==> config.mk <==
export PLATFORM = sky130hd
export DESIGN_NAME = lfsr_rate_encoder
export DESIGN_NICKNAME = d
export VERILOG_FILES = /design/src/rtl/lfsr_enc_pkg.sv /design/src/rtl/lfsr_enc_ch.sv /design/src/rtl/lfsr_rate_encoder.sv
export SDC_FILE = /design/constraint.sdc
export NUM_CORES = 1
export LEC_CHECK = 0
export BUFFER_PORTS_ARGS = -buffer_cell sky130_fd_sc_hd__clkbuf_2
export CAP_MARGIN = 20
export CORE_MARGIN = 2
export CORE_UTILIZATION = 40
export DETAILED_ROUTE_END_ITERATION = 10
export PLACE_DENSITY_LB_ADDON = 0.08
export SYNTH_ARGS = -nofsm -noshare
export SYNTH_HDL_FRONTEND = slang
export SYNTH_HIERARCHICAL = 1
export SYNTH_SLANG_ARGS = --single-unit
==> constraint.sdc <==
create_clock -name clk -period 2.4 [get_ports clk]
set_clock_uncertainty 0.1 [all_clocks]
set_input_delay 0.12 -clock clk [delete_from_list [all_inputs] [get_ports clk]]
set_output_delay 0.12 -clock clk [all_outputs]
set_load 0.02 [all_outputs]
==> src/rtl/lfsr_enc_pkg.sv <==
// lfsr_enc_pkg: shared state encoding and helper functions for the LFSR rate
// encoder. Functions work on a 32-bit container and take the active width.
package lfsr_enc_pkg;

    typedef enum logic [1:0] {
        ST_IDLE = 2'd0,
        ST_RUN  = 2'd1,
        ST_REST = 2'd2,
        ST_DONE = 2'd3
    } state_t;

    localparam int MAX_W = 32;

    // Fibonacci feedback taps for the supported LFSR widths.
    function automatic logic [MAX_W-1:0] tap_mask(input int width);
        case (width)
            8:       return 32'h0000_00B8;   // bits 7,5,4,3
            16:      return 32'h0000_B400;   // bits 15,13,12,10
            24:      return 32'h00E1_0000;   // bits 23,22,21,16
            32:      return 32'h8020_0003;   // bits 31,21,1,0
            default: return 32'h0000_0000;
        endcase
    endfunction

    // Reverse the low 'width' bits; upper bits return as zero.
    function automatic logic [MAX_W-1:0] bit_reverse(input logic [MAX_W-1:0] value,
                                                     input int width);
        logic [MAX_W-1:0] r;
        r = '0;
        for (int i = 0; i < width; i++) r[i] = value[width-1-i];
        return r;
    endfunction

    // Keep the low 'width' bits of a raw seed; an all-zero result would lock
    // the LFSR, so it becomes 1.
    function automatic logic [MAX_W-1:0] seed_derive(input logic [MAX_W-1:0] raw,
                                                     input int width);
        logic [MAX_W-1:0] v;
        v = '0;
        for (int i = 0; i < width; i++) v[i] = raw[i];
        if (v == '0) v = {{(MAX_W-1){1'b0}}, 1'b1};
        return v;
    endfunction

endpackage

==> src/rtl/lfsr_enc_ch.sv <==
// lfsr_enc_ch: one encoder channel. Holds the channel LFSR, applies its reset
// seed or a loaded seed, steps it, and registers the pixel-vs-random compare.
module lfsr_enc_ch
    import lfsr_enc_pkg::*;
#(
    parameter int CH        = 0,
    parameter int PIX_W     = 8,
    parameter int LFSR_W    = 16,
    parameter int GAIN_SH   = 2,
    parameter int SEED_STEP = 10000
) (
    input  logic              clk,
    input  logic              rst_n,
    input  logic              i_abort,
    input  logic              i_seed_ld,
    input  logic [LFSR_W-1:0] i_seed,
    input  logic              i_step,
    input  logic [PIX_W-1:0]  i_pix,
    output logic              o_spike
);

    localparam logic [LFSR_W-1:0] RST_SEED =
        LFSR_W'(seed_derive(MAX_W'((CH + 1) * SEED_STEP), LFSR_W));
    localparam logic [LFSR_W-1:0] TAPS   = LFSR_W'(tap_mask(LFSR_W));
    localparam logic [LFSR_W-1:0] CH_OFS = LFSR_W'(CH * SEED_STEP);

    logic [LFSR_W-1:0] r_lfsr;
    logic              r_spike;
    logic [LFSR_W-1:0] w_rand;
    logic [LFSR_W-1:0] w_level;
    logic [LFSR_W-1:0] w_next;
    logic [LFSR_W-1:0] w_seed;
    logic              w_fb;

    // Random sample, gain-scaled pixel, next LFSR value and loadable seed.
    always_comb begin
        w_rand  = LFSR_W'(bit_reverse(MAX_W'(r_lfsr), LFSR_W));
        w_level = LFSR_W'(i_pix) << GAIN_SH;
        w_fb    = ^(r_lfsr & TAPS);
        w_next  = {r_lfsr[LFSR_W-2:0], w_fb};
        w_seed  = LFSR_W'(seed_derive(MAX_W'(i_seed ^ CH_OFS), LFSR_W));
    end

    // LFSR and spike register; abort drops the spike but keeps the LFSR.
    always_ff @(posedge clk or negedge rst_n) begin
        if (!rst_n) begin
            // NOTE: the LFSR needs a nonzero reset value; all-zero never leaves zero.
            r_lfsr  <= RST_SEED;
            r_spike <= 1'b0;
        end else if (i_abort) begin
            r_spike <= 1'b0;
        end else begin
            // NOTE: non-blocking so the compare uses the pre-step LFSR value.
            if (i_seed_ld)   r_lfsr <= w_seed;
            else if (i_step) r_lfsr <= w_next;
            r_spike <= i_step && (w_level > w_rand);
        end
    end

    assign o_spike = r_spike;

endmodule

==> src/rtl/lfsr_rate_encoder.sv <==
// lfsr_rate_encoder: frame FSM, word counter and two-stage pipeline around
// N_CH lfsr_enc_ch channels. Define LFSR_RATE_SPIKE_CNT_EN to build the
// per-channel saturating spike counters; otherwise o_spike_cnt is 0.
module lfsr_rate_encoder
    import lfsr_enc_pkg::*;
#(
    parameter int N_CH      = 4,
    parameter int PIX_W     = 8,
    parameter int LFSR_W    = 16,
    parameter int N_WORDS   = 144,
    parameter int ADDR_W    = 8,
    parameter int GAIN_SH   = 2,
    parameter int SEED_STEP = 10000,
    parameter int CNT_W     = 8
) (
    input  logic                  clk,
    input  logic                  rst_n,
    input  logic                  i_run,
    input  logic                  i_rest_run,
    input  logic                  i_abort,
    input  logic                  i_seed_ld,
    input  logic [LFSR_W-1:0]     i_seed,
    output logic [N_CH-1:0]       o_spike,
    output logic                  o_w_run,
    output logic                  o_valid,
    output logic                  o_done,
    output logic                  o_busy,
    output logic [ADDR_W-1:0]     o_addr,
    output logic                  o_ce,
    input  logic [N_CH*PIX_W-1:0] i_q,
    output logic [N_CH*CNT_W-1:0] o_spike_cnt
);

    localparam logic [ADDR_W-1:0] LAST = ADDR_W'(N_WORDS - 1);

    state_t            r_state;
    state_t            w_next_state;
    state_t            r_s0;
    state_t            r_s1;
    logic [ADDR_W-1:0] r_cnt;
    logic              w_start;
    logic              w_seed_ld;
    logic              w_step;
    logic              w_act0;
    logic              w_act1;
    logic [N_CH-1:0]   w_spike;

    assign w_start   = (r_state == ST_IDLE) && (i_run || i_rest_run) && !i_abort;
    assign w_seed_ld = (r_state == ST_IDLE) && i_seed_ld && !i_abort;
    assign w_step    = (r_s0 == ST_RUN);
    assign w_act0    = (r_s0 == ST_RUN) || (r_s0 == ST_REST);
    assign w_act1    = (r_s1 == ST_RUN) || (r_s1 == ST_REST);

    // Next-state logic; rest wins over run, abort overrides everything.
    always_comb begin
        // NOTE: default assigned first so no path leaves w_next_state unset (no latch).
        w_next_state = r_state;
        case (r_state)
            ST_IDLE:         if (w_start) w_next_state = i_rest_run ? ST_REST : ST_RUN;
            ST_RUN, ST_REST: if (r_cnt == LAST) w_next_state = ST_DONE;
            ST_DONE:         w_next_state = ST_IDLE;
            default:         w_next_state = ST_IDLE;
        endcase
        if (i_abort) w_next_state = ST_IDLE;
    end

    // State register.
    always_ff @(posedge clk or negedge rst_n) begin
        if (!rst_n) r_state <= ST_IDLE;
        else        r_state <= w_next_state;
    end

    // Word counter: counts through RUN/REST, cleared in DONE and on abort.
    always_ff @(posedge clk or negedge rst_n) begin
        if (!rst_n)                                        r_cnt <= '0;
        else if (i_abort || r_state == ST_DONE)            r_cnt <= '0;
        else if (r_state == ST_RUN || r_state == ST_REST)  r_cnt <= r_cnt + ADDR_W'(1);
    end

    // State delay line tracking BRAM latency (s0) and the spike register (s1).
    always_ff @(posedge clk or negedge rst_n) begin
        if (!rst_n) begin
            r_s0 <= ST_IDLE;
            r_s1 <= ST_IDLE;
        end else if (i_abort) begin
            r_s0 <= ST_IDLE;
            r_s1 <= ST_IDLE;
        end else begin
            r_s0 <= r_state;
            r_s1 <= r_s0;
        end
    end

    for (genvar g = 0; g < N_CH; g++) begin : g_ch
        lfsr_enc_ch #(
            .CH        (g),
            .PIX_W     (PIX_W),
            .LFSR_W    (LFSR_W),
            .GAIN_SH   (GAIN_SH),
            .SEED_STEP (SEED_STEP)
        ) u_ch (
            .clk       (clk),
            .rst_n     (rst_n),
            .i_abort   (i_abort),
            .i_seed_ld (w_seed_ld),
            .i_seed    (i_seed),
            .i_step    (w_step),
            .i_pix     (i_q[g*PIX_W +: PIX_W]),
            .o_spike   (w_spike[g])
        );
    end

    assign o_spike = w_spike;
    assign o_valid = w_act1;
    assign o_w_run = w_act0 && !w_act1;
    assign o_done  = (r_s1 == ST_DONE);
    assign o_busy  = (r_state != ST_IDLE) || (r_s0 != ST_IDLE) || (r_s1 != ST_IDLE);
    assign o_addr  = r_cnt;
    assign o_ce    = (r_state == ST_RUN);

`ifdef LFSR_RATE_SPIKE_CNT_EN
    logic [N_CH*CNT_W-1:0] r_spike_cnt;

    // Saturating per-channel spike counters, cleared when a frame starts.
    always_ff @(posedge clk or negedge rst_n) begin
        if (!rst_n) begin
            r_spike_cnt <= '0;
        end else if (w_start) begin
            r_spike_cnt <= '0;
        end else if (w_act1) begin
            for (int ch = 0; ch < N_CH; ch++) begin
                if (w_spike[ch] && (r_spike_cnt[ch*CNT_W +: CNT_W] != {CNT_W{1'b1}}))
                    r_spike_cnt[ch*CNT_W +: CNT_W] <= r_spike_cnt[ch*CNT_W +: CNT_W] + CNT_W'(1);
            end
        end
    end

    assign o_spike_cnt = r_spike_cnt;
`else
    assign o_spike_cnt = '0;
`endif

endmodule

==> impl_metrics.env, run 1 <==
export IMPL_slew_violations=0
export IMPL_finalCritPeriodShare_pct=89.4
export IMPL_worst_slew_pin_slew_ns=0.606
export IMPL_synth_compound_area_share_pct=14.4
export IMPL_drt_pass1_iterations=4
export IMPL_setup_viol=0
export IMPL_n_fill_cell=1302
export IMPL_die_height_um=121
export IMPL_cts_buffers=9
export IMPL_cts_tree="yes"
export IMPL_grt_max_degree=38
export IMPL_grt_overflow=0
export IMPL_cts_setup_buffers=0
export IMPL_netlist_area_um2=5430
export IMPL_synth_fa_ha_area_share_pct=9.21
export IMPL_first_global_vias=3950
export IMPL_maxSlewHeadroom_pct=59.5
export IMPL_worstSetupPathType="flop to flop"
export IMPL_min_path_type="input pin to flop"
export IMPL_synth_cell_types=60
export IMPL_drtIter0Drc=171
export IMPL_synth_commonest_cells="nand2_1, dfrtp_1, mux2i_1, o21ai_1, inv_1"
export IMPL_syn_area_per_cell_um2=9.42
export IMPL_ys_seq_area_share_pct=38.3
export IMPL_synth_top_cell_by_area="dfrtp_1"
export IMPL_post_dp_cell_area_um2=5820
export IMPL_avgRoutedWirePerCell_um=15.1
export IMPL_core_region_area_um2=13200
export IMPL_final_hold_viol_count=0
export IMPL_synth_ff_latch_count=82
export IMPL_path_cells="inv_1 > ha_1 > and3b_4 > buf_12 > o21bai_4 > buf_4 > nand2_1 > o31ai_2"
export IMPL_initial_core_util_pct=41.0
export IMPL_synthCells=577
export IMPL_clock_latency_ns=0.35
export IMPL_worstPathMaxFanout=32
export IMPL_cp_slowest_cell="dfrtp_1"
export IMPL_drive_gt1_share_pct=21.7
export IMPL_arrival_ns=2.30
export IMPL_rsz0062_at_grt="no"
export IMPL_grt_usage_pct=18.2
export IMPL_rr_startpoint="r_state[0]"
export IMPL_routabilityCongestion=0.778
export IMPL_viasPerCell=5.06
export IMPL_cts_buffer_depth=2
export IMPL_synth_most_common_cell="nand2_1"
export IMPL_antennaDiodeCount=0
export IMPL_die_area_um2=14500
export IMPL_ir_drop_mv=0.333
export IMPL_whs_ns=0.0143
export IMPL_fmax_ghz=0.466
export IMPL_drcViolationCount=0
export IMPL_slowest_delay_ns=0.42
export IMPL_synth_top_family_by_area="simple AND/OR/NAND/NOR gates"
export IMPL_port_buffers=70
export IMPL_area_growth_pct=12.8
export IMPL_ant_nets=0
export IMPL_p_per_area_nw_per_um2=1010
export IMPL_final_area_um2=6130
export IMPL_cp_startpoint="r_state[0]"
export IMPL_root_buffer="clkbuf_16"
export IMPL_yosys_top_cells_area="dfrtp_1, dfstp_2, mux2i_1, ha_1, nand2_1"
export IMPL_antenna_found_initial=0
export IMPL_synth_edff_count=0
export IMPL_synth_ff_type="dfrtp_1"
export IMPL_clk_pin_slew_worst_paths_ns=0.06
export IMPL_final_nets=742
export IMPL_cap_violations=0
export IMPL_endpoint_kind="flop"
export IMPL_dp_hpwl_mm=8.82
export IMPL_final_core_util_pct=46.3
export IMPL_status="complete, no violations"
export IMPL_worstHoldStart="i_rest_run"
export IMPL_start_kind="flop"
export IMPL_synthMuxAreaShare_pct=9.99
export IMPL_num_vias=4193
export IMPL_finalCriticalPeriod_ns=2.15
export IMPL_synth_xor_area_share_pct=2.58
export IMPL_synth_top_area_share_pct=27.6
export IMPL_synthArstFlopShare_pct=100
export IMPL_cp_required_ns=2.55
export IMPL_ios=103
export IMPL_wirelength_mm=12.5
export IMPL_htreeDepth=3
export IMPL_synth_simple_area_share_pct=14.9
export IMPL_clock_sinks=82
export IMPL_die_w_um=121
export IMPL_finalSetupTns_ns=0
export IMPL_rows=42
export IMPL_yosysWarnings=6
export IMPL_multi_input_area_um2=2910
export IMPL_grt_pass1_wl_mm=20.6
export IMPL_leakagePower_uw=0.00276
export IMPL_seq_area_um2=2080
through the flow:
stage,setup slack [ns],cells,total power [µW]
floorplan,0.442,608,4360
global placement,0.219,811,4840
detailed placement,0.150,811,4930
CTS,0.143,828,6280
global route,0.109,829,6780
finish,0.254,829,6200
registers in the layout, summed over array words and instances, names as in the netlist:
register / cells
g_ch.u_ch/o_spike: 4
r_s1: 2
r_s0: 2
g_ch.u_ch/r_lfsr: 64
r_state: 2
o_addr: 8
where the power goes:
group,internal [µW],switching (µW)
registers,2000,417
clock network,760,540
logic,1090,1390
total,3850,2350
worst max-delay path: cells and delay by family, from the launching register on:
family	cells	cell delay (ns)
buffers and inverters	3	0.56
flip-flops	1	0.42
AO/OA/AOI/OAI	2	0.41
AND/OR/NAND/NOR	2	0.33
adder cells (fa/ha/maj)	1	0.22
cells by family after synthesis:
family / count (synthesis)
AND/OR/NAND/NOR: 159
AO/OA/AOI/OAI: 125
other: 1
XOR/XNOR: 16
flip-flops: 82
buffers and inverters: 100
multiplexers: 54
adder cells (fa/ha/maj): 40
routing by layer:
layer  vias up  share of wire [%]  GRT usage, %
met5         -                  0             0
met4         0                1.5          6.32
met3        12                3.6          2.92
met2        81                 48          29.4
met1      2016                 47          24.8
li1       2084                  -             -
cells in the final DEF, fill, tap and decap left out, types with 21 or more instances in the layout:
master	netlist	routed
mux2i_1	52	52
dfrtp_1	60	60
conb_1	1	32
nor2_1	28	28
o21ai_0	21	21
o21ai_1	51	51
inv_1	45	45
nand2_1	77	77
ha_1	40	40
dfstp_2	22	22
clkbuf_2	0	69
worst paths after layout:
kind,end,slack (ns),cells after the start
min reg2reg,g_ch[3].u_ch/r_lfsr[11],0.37,2
max,g_ch[3].u_ch/r_lfsr[0],0.25,8
min in group asynchronous,g_ch[0].u_ch/o_spike,0.19,2
max reg2reg,g_ch[3].u_ch/r_lfsr[0],0.25,8
max in group asynchronous,g_ch[2].u_ch/r_lfsr[13],1.31,3
min,r_state[0],0.01,3
layout make-up:
| class | count | area share [%] |
|---|---|---|
| Inverter | 46 | 2.82 |
| Tap cell | 176 | 3.59 |
| Timing Repair Buffer | 83 | 7.72 |
| Sequential cell | 82 | 33.9 |
| Multi-Input combinational cell | 426 | 47.5 |
| Clock buffer | 16 | 4.43 |
what timing repair did:
item                                   4_1_cts  5_1_grt
endpoints found under the hold margin       34        0
hold buffers                                 1        0
gates resized for setup                      0        1
setup endpoints to repair                    0        8
(Power assumes the default switching activity.)
==> run 2: changes to the inputs <==
--- a/config.mk
+++ b/config.mk
@@ -5,11 +5,11 @@
 export SDC_FILE = /design/constraint.sdc
 export NUM_CORES = 1
 export LEC_CHECK = 0
-export BUFFER_PORTS_ARGS = -buffer_cell sky130_fd_sc_hd__clkbuf_2
 export CAP_MARGIN = 20
 export CORE_MARGIN = 2
 export CORE_UTILIZATION = 40
 export DETAILED_ROUTE_END_ITERATION = 10
+export DONT_BUFFER_PORTS = 1
 export PLACE_DENSITY_LB_ADDON = 0.08
 export SYNTH_ARGS = -nofsm -noshare
 export SYNTH_HDL_FRONTEND = slang
==> run 2 against run 1 <==
First-iteration DRC count down 9.9%. Fmax up 1.6%. Clock power up 8%. Critical endpoint is now r_state[1].
==> impl_metrics.env, run 2 (synthesis gave the netlist of run 1 again) <==
export IMPL_status="complete, no violations"
export IMPL_area_growth_pct=10.3
export IMPL_endpoint_kind="flop"
export IMPL_clk_pin_slew_worst_paths_ns=0.06
export IMPL_cap_violations=0
export IMPL_r2r_slack_ns=0.29
export IMPL_swShare_pct=37.2
export IMPL_seq_area_um2=2080
export IMPL_grt_max_degree=83
export IMPL_rsz0062_at_grt="no"
export IMPL_ir_drop_mv=0.440
export IMPL_worstPathMaxFanout=9
export IMPL_p_int_uw=3920
export IMPL_final_area_um2=5990
export IMPL_p_per_area_nw_per_um2=1040
export IMPL_grt_pass1_wl_mm=21.6
export IMPL_hold_end="r_state[1]"
export IMPL_ios=103
export IMPL_worstSetupPathType="flop to flop"
export IMPL_cp_required_ns=2.54
export IMPL_grt_usage_pct=19.4
export IMPL_slew_violations=0
export IMPL_cts_buffer_depth=2
export IMPL_final_nets=692
export IMPL_path_cells="inv_1 > ha_1 > inv_1 > a2bb2oi_1 > dlygate4sd3_1 > o311ai_1"
export IMPL_arrival_ns=2.25
export IMPL_finalCriticalPeriod_ns=2.11
export IMPL_seqPwrFrac_pct=39.2
export IMPL_cts_buffers=9
export IMPL_regMostFlops="g_ch.u_ch/r_lfsr"
export IMPL_final_hold_viol_count=0
export IMPL_combPwrFrac_pct=38.2
export IMPL_antenna_found_initial=0
export IMPL_routabilityCongestion=0.760
export IMPL_viasPerCell=5.13
export IMPL_post_dp_cell_area_um2=5470
export IMPL_min_path_type="input pin to flop"
export IMPL_drcViolationCount=0
export IMPL_cp_slowest_cell="dlygate4sd3_1"
export IMPL_finalPower_uw=6240
export IMPL_antennaDiodeCount=0
export IMPL_rows=42
export IMPL_start_kind="flop"
export IMPL_dp_hpwl_mm=8.57
export IMPL_initial_core_util_pct=41.0
export IMPL_slowest_delay_ns=0.55
export IMPL_clock_latency_ns=0.34
export IMPL_ant_nets=0
export IMPL_htreeDepth=3
export IMPL_maxSlewHeadroom_pct=45.4
export IMPL_rr_startpoint="r_state[0]"
export IMPL_setup_viol=0
export IMPL_leakagePower_uw=0.00256
export IMPL_finalCritPeriodShare_pct=88.0
export IMPL_port_buffers=0
export IMPL_multi_input_area_um2=2900
export IMPL_wirelength_mm=13.3
export IMPL_clockPowerShare_pct=22.6
export IMPL_drive_gt1_share_pct=12.4
export IMPL_core_region_area_um2=13200
export IMPL_cp_common_cell="inv_1"
export IMPL_p_switching_uw=2320
export IMPL_layout_commonest_cell="nand2_1"
export IMPL_reg2reg_depth=6
export IMPL_first_global_vias=4046
export IMPL_r2r_end="r_state[1]"
export IMPL_worstHoldStart="i_rest_run"
export IMPL_die_w_um=121
export IMPL_drtIter0Drc=154
export IMPL_die_height_um=121
export IMPL_avgRoutedWirePerCell_um=17.1
export IMPL_cts_setup_buffers=0
export IMPL_clock_sinks=82
export IMPL_num_vias=3994
export IMPL_root_buffer="clkbuf_16"
export IMPL_holdPathStages=3
export IMPL_die_area_um2=14500
export IMPL_n_fill_cell=1342
export IMPL_fmax_ghz=0.474
export IMPL_layout_common_cells="nand2_1, dfrtp_1, mux2i_1, o21ai_1, inv_1"
export IMPL_grt_overflow=0
export IMPL_largest_reg_flops=64
export IMPL_cts_tree="yes"
export IMPL_worst_slew_pin_slew_ns=0.817
export IMPL_finalSetupTns_ns=0
export IMPL_drt_pass1_iterations=4
[run 2: changes by cell type in the layout (fill, tap and decap cells not counted), sizes merged]
cell and change:
dlygate4sd3 +19, clkbuf -71, bufinv +1, clkinv +1
[run 2: area by class of cell]
type,instances,area share (%)
clock buffers,14,4.41
flip-flops and latches,82,34.7
clock inverters,2,0.585
multi-input cells,426,48.5
inverters,46,2.88
well taps,176,3.67
repair buffers,33,5.30
[run 2: per-stage QoR]
step	hold WS (ns)	instances	worst slack, ns	util (%)
after floorplan	-0.276	608	0.442	-
after global placement	-0.272	742	0.389	41.3
after detailed placement	-0.272	742	0.319	41.3
after CTS	0.0260	779	0.266	45.3
after global routing	0.0787	779	0.177	45.3
final	0.0564	779	0.288	45.3
[run 2: power by group through the flow]
| stage | Clock [µW] | Combinational, µW | Sequential, µW |
|---|---|---|---|
| 2_1_floorplan | 0 | 2030 | 2330 |
| 3_3_place_gp | 0 | 2230 | 2460 |
| 3_5_place_dp | 0 | 2310 | 2470 |
| 4_1_cts | 1460 | 2420 | 2450 |
| 5_1_grt | 1520 | 2770 | 2520 |
| 6_report | 1410 | 2380 | 2450 |
[run 2: repair_timing]
action                                 4_1_cts  5_1_grt
hold buffers                                21        0
endpoints found under the hold margin      164        0
gates resized for setup                      0        0
[run 2: layer usage]
layer | track usage [%] | share of wire [%] | wire length [µm]
met5 | 0 | 0 | 0
met4 | 4.14 | 1.0 | 135
met3 | 5.85 | 5.8 | 770
met2 | 32.0 | 48 | 6390
met1 | 25.2 | 45 | 6030
[run 2: worst max-delay path by stage]
stage,startpoint,to,depth (start not counted)
final,r_state[0],r_state[1],6
after global routing,r_state[0],r_state[1],6
after CTS,r_state[0],r_state[1],6
after detailed placement,r_state[0],o_addr[7],5
after global placement,r_state[0],o_addr[7],5
after floorplan,r_state[0],g_ch[3].u_ch/r_lfsr[14],7
[run 2: critical path, delay by kind of cell, from the launching register on]
kind | cells | cell delay, ns
buffers and inverters | 3 | 0.76
adders and majority gates | 1 | 0.42
DFF | 1 | 0.41
AOI/OAI and AO/OA | 2 | 0.31
==> run 3: changes to the inputs <==
--- a/config.mk
+++ b/config.mk
@@ -6,7 +6,7 @@
 export NUM_CORES = 1
 export LEC_CHECK = 0
 export CAP_MARGIN = 20
-export CORE_MARGIN = 2
+export CORE_ASPECT_RATIO = 0.5
 export CORE_UTILIZATION = 40
 export DETAILED_ROUTE_END_ITERATION = 10
 export DONT_BUFFER_PORTS = 1
==> run 3 against run 2 <==
Die area decreased by 3.1%. Fmax decreased by 3.6%. Via count increased by 0.60%. Sequential cell count unchanged. Highest routed layer unchanged.
==> impl_metrics.env, run 3 (synthesis gave the netlist of run 1 again) <==
export IMPL_status="complete, no violations"
export IMPL_final_nets=691
export IMPL_area_growth_pct=10.1
export IMPL_top_usage_layer="met2"
export IMPL_avgRoutedWirePerCell_um=17.7
export IMPL_die_area_um2=14100
export IMPL_routabilityCongestion=0.747
export IMPL_num_vias=4018
export IMPL_worst_slew_pin_slew_ns=0.847
export IMPL_clockPowerShare_pct=20.9
export IMPL_cts_buffers=9
export IMPL_final_core_util_pct=46.2
export IMPL_multi_input_area_um2=2910
export IMPL_port_buffers=0
export IMPL_rr_startpoint="r_state[0]"
export IMPL_fmax_ghz=0.457
export IMPL_die_height_um=84.4
export IMPL_clk_pin_slew_worst_paths_ns=0.06
export IMPL_grt_max_degree=83
export IMPL_layout_common_cells="nand2_1, dfrtp_1, mux2i_1, o21ai_1, inv_1"
export IMPL_final_hold_viol_count=0
export IMPL_drtIter0Drc=217
export IMPL_htreeDepth=3
export IMPL_setup_slack_ns=0.209
export IMPL_grt_usage_pct=20.2
export IMPL_p_int_uw=3810
export IMPL_finalSetupTns_ns=0
export IMPL_drive_gt1_share_pct=12.5
export IMPL_antenna_found_initial=0
export IMPL_maxSlewHeadroom_pct=43.3
export IMPL_antennaDiodeCount=0
export IMPL_viasPerCell=5.21
export IMPL_worstPathMaxFanout=13
export IMPL_largest_reg_flops=64
export IMPL_place_ws_ns=0.0854
export IMPL_endpoint_kind="flop"
export IMPL_slew_violations=0
export IMPL_combPwrFrac_pct=39.4
export IMPL_ir_drop_mv=0.434
export IMPL_hold_end="r_state[1]"
export IMPL_regMostFlops="g_ch.u_ch/r_lfsr"
export IMPL_start_kind="flop"
export IMPL_arrival_ns=2.28
export IMPL_grt_pass1_wl_mm=21.7
export IMPL_rows=29
export IMPL_setup_viol=0
export IMPL_finalCritPeriodShare_pct=91.3
export IMPL_core_region_area_um2=13000
export IMPL_finalCriticalPeriod_ns=2.19
export IMPL_reg2reg_depth=7
export IMPL_rsz0062_at_grt="no"
export IMPL_cts_buffer_depth=2
export IMPL_cts_tree="yes"
export IMPL_p_switching_uw=2350
export IMPL_grtUsageMet1_pct=28.4
export IMPL_clock_sinks=82
export IMPL_worstSetupPathType="flop to flop"
export IMPL_seq_area_um2=2080
export IMPL_cp_startpoint="r_state[0]"
export IMPL_use_met3_pct=4.67
export IMPL_first_global_vias=3870
export IMPL_initial_core_util_pct=41.9
export IMPL_p_per_area_nw_per_um2=1030
export IMPL_ios=103
export IMPL_cp_required_ns=2.49
export IMPL_ant_nets=0
export IMPL_layout_commonest_cell="nand2_1"
export IMPL_root_buffer="clkbuf_16"
export IMPL_swShare_pct=38.1
export IMPL_leakagePower_uw=0.00256
export IMPL_met2_usage_pct=31.7
export IMPL_seqPwrFrac_pct=39.7
export IMPL_grt_overflow=0
export IMPL_dp_hpwl_mm=8.52
export IMPL_worstHoldStart="i_rest_run"
export IMPL_wirelength_mm=13.6
export IMPL_r2r_end="g_ch[3].u_ch/r_lfsr[0]"
export IMPL_cap_violations=0
export IMPL_drt_pass1_iterations=4
export IMPL_drcViolationCount=0
export IMPL_min_path_type="input pin to flop"
export IMPL_clock_latency_ns=0.34
export IMPL_holdPathStages=2
export IMPL_post_cts_resized=0
export IMPL_die_w_um=167
export IMPL_n_fill_cell=1246
export IMPL_r2r_slack_ns=0.21
-- run 3: cell count changes in the layout (fill, tap and decap cells not counted), sizes merged --
cell	before	now
buf	13	11
bufinv	1	0
clkinv	1	3
clkbuf	14	12
dlygate4sd3	20	21
-- run 3: layer usage --
| metal | up-vias | wire length [µm] |
|---|---|---|
| met5 | - | 0 |
| met4 | 0 | 97 |
| met3 | 9 | 702 |
| met2 | 100 | 6100 |
| met1 | 1922 | 6740 |
| li1 | 1987 | - |
-- run 3: critical path, cell delays in order, from the launching register on --
cell,delay [ns]
dfrtp_1,0.42
inv_1,0.10
ha_1,0.17
and3b_4,0.33
buf_4,0.27
inv_2,0.14
a311oi_1,0.41
o31ai_2,0.09
-- run 3: per-stage QoR --
step                hold WS [ns]  power, µW  area [µm²]  cells
finish                    0.0269       6160        5980    771
detailed placement        -0.273       4780        5450    732
global route              0.0311       6700        5980    771
CTS                       0.0110       6210        5940    768
floorplan                 -0.276       4360        5550    608
global placement          -0.273       4740        5450    732
-- run 3: worst max-delay path by stage --
stage,end,cells after the start
after global placement,g_ch[0].u_ch/r_lfsr[13],5
after floorplan,g_ch[3].u_ch/r_lfsr[14],7
after detailed placement,g_ch[2].u_ch/r_lfsr[3],5
final,g_ch[3].u_ch/r_lfsr[0],7
after CTS,g_ch[2].u_ch/r_lfsr[3],5
after global routing,g_ch[3].u_ch/r_lfsr[14],5
-- run 3: layout make-up --
cell class,instances,area share [%]
Clock buffer,12,4.29
Clock inverter,3,0.251
Inverter,46,2.89
Multi-Input combinational cell,426,48.6
Sequential cell,82,34.7
Tap cell,170,3.55
Timing Repair Buffer,32,5.69
-- run 3: timing repair --
item / CTS / global route
buffers inserted: 0 / 0
endpoints found under the hold margin: 164 / 3
setup endpoints to repair: 0 / 0
hold buffers: 21 / 1
-- run 3: power groups by stage --
| stage | Sequential [µW] | Clock, µW | Combinational, µW |
|---|---|---|---|
| 6_report | 2450 | 1290 | 2430 |
| 5_1_grt | 2530 | 1380 | 2790 |
| 4_1_cts | 2450 | 1330 | 2430 |
| 3_5_place_dp | 2460 | 0 | 2320 |
| 3_3_place_gp | 2470 | 0 | 2260 |
| 2_1_floorplan | 2330 | 0 | 2030 |
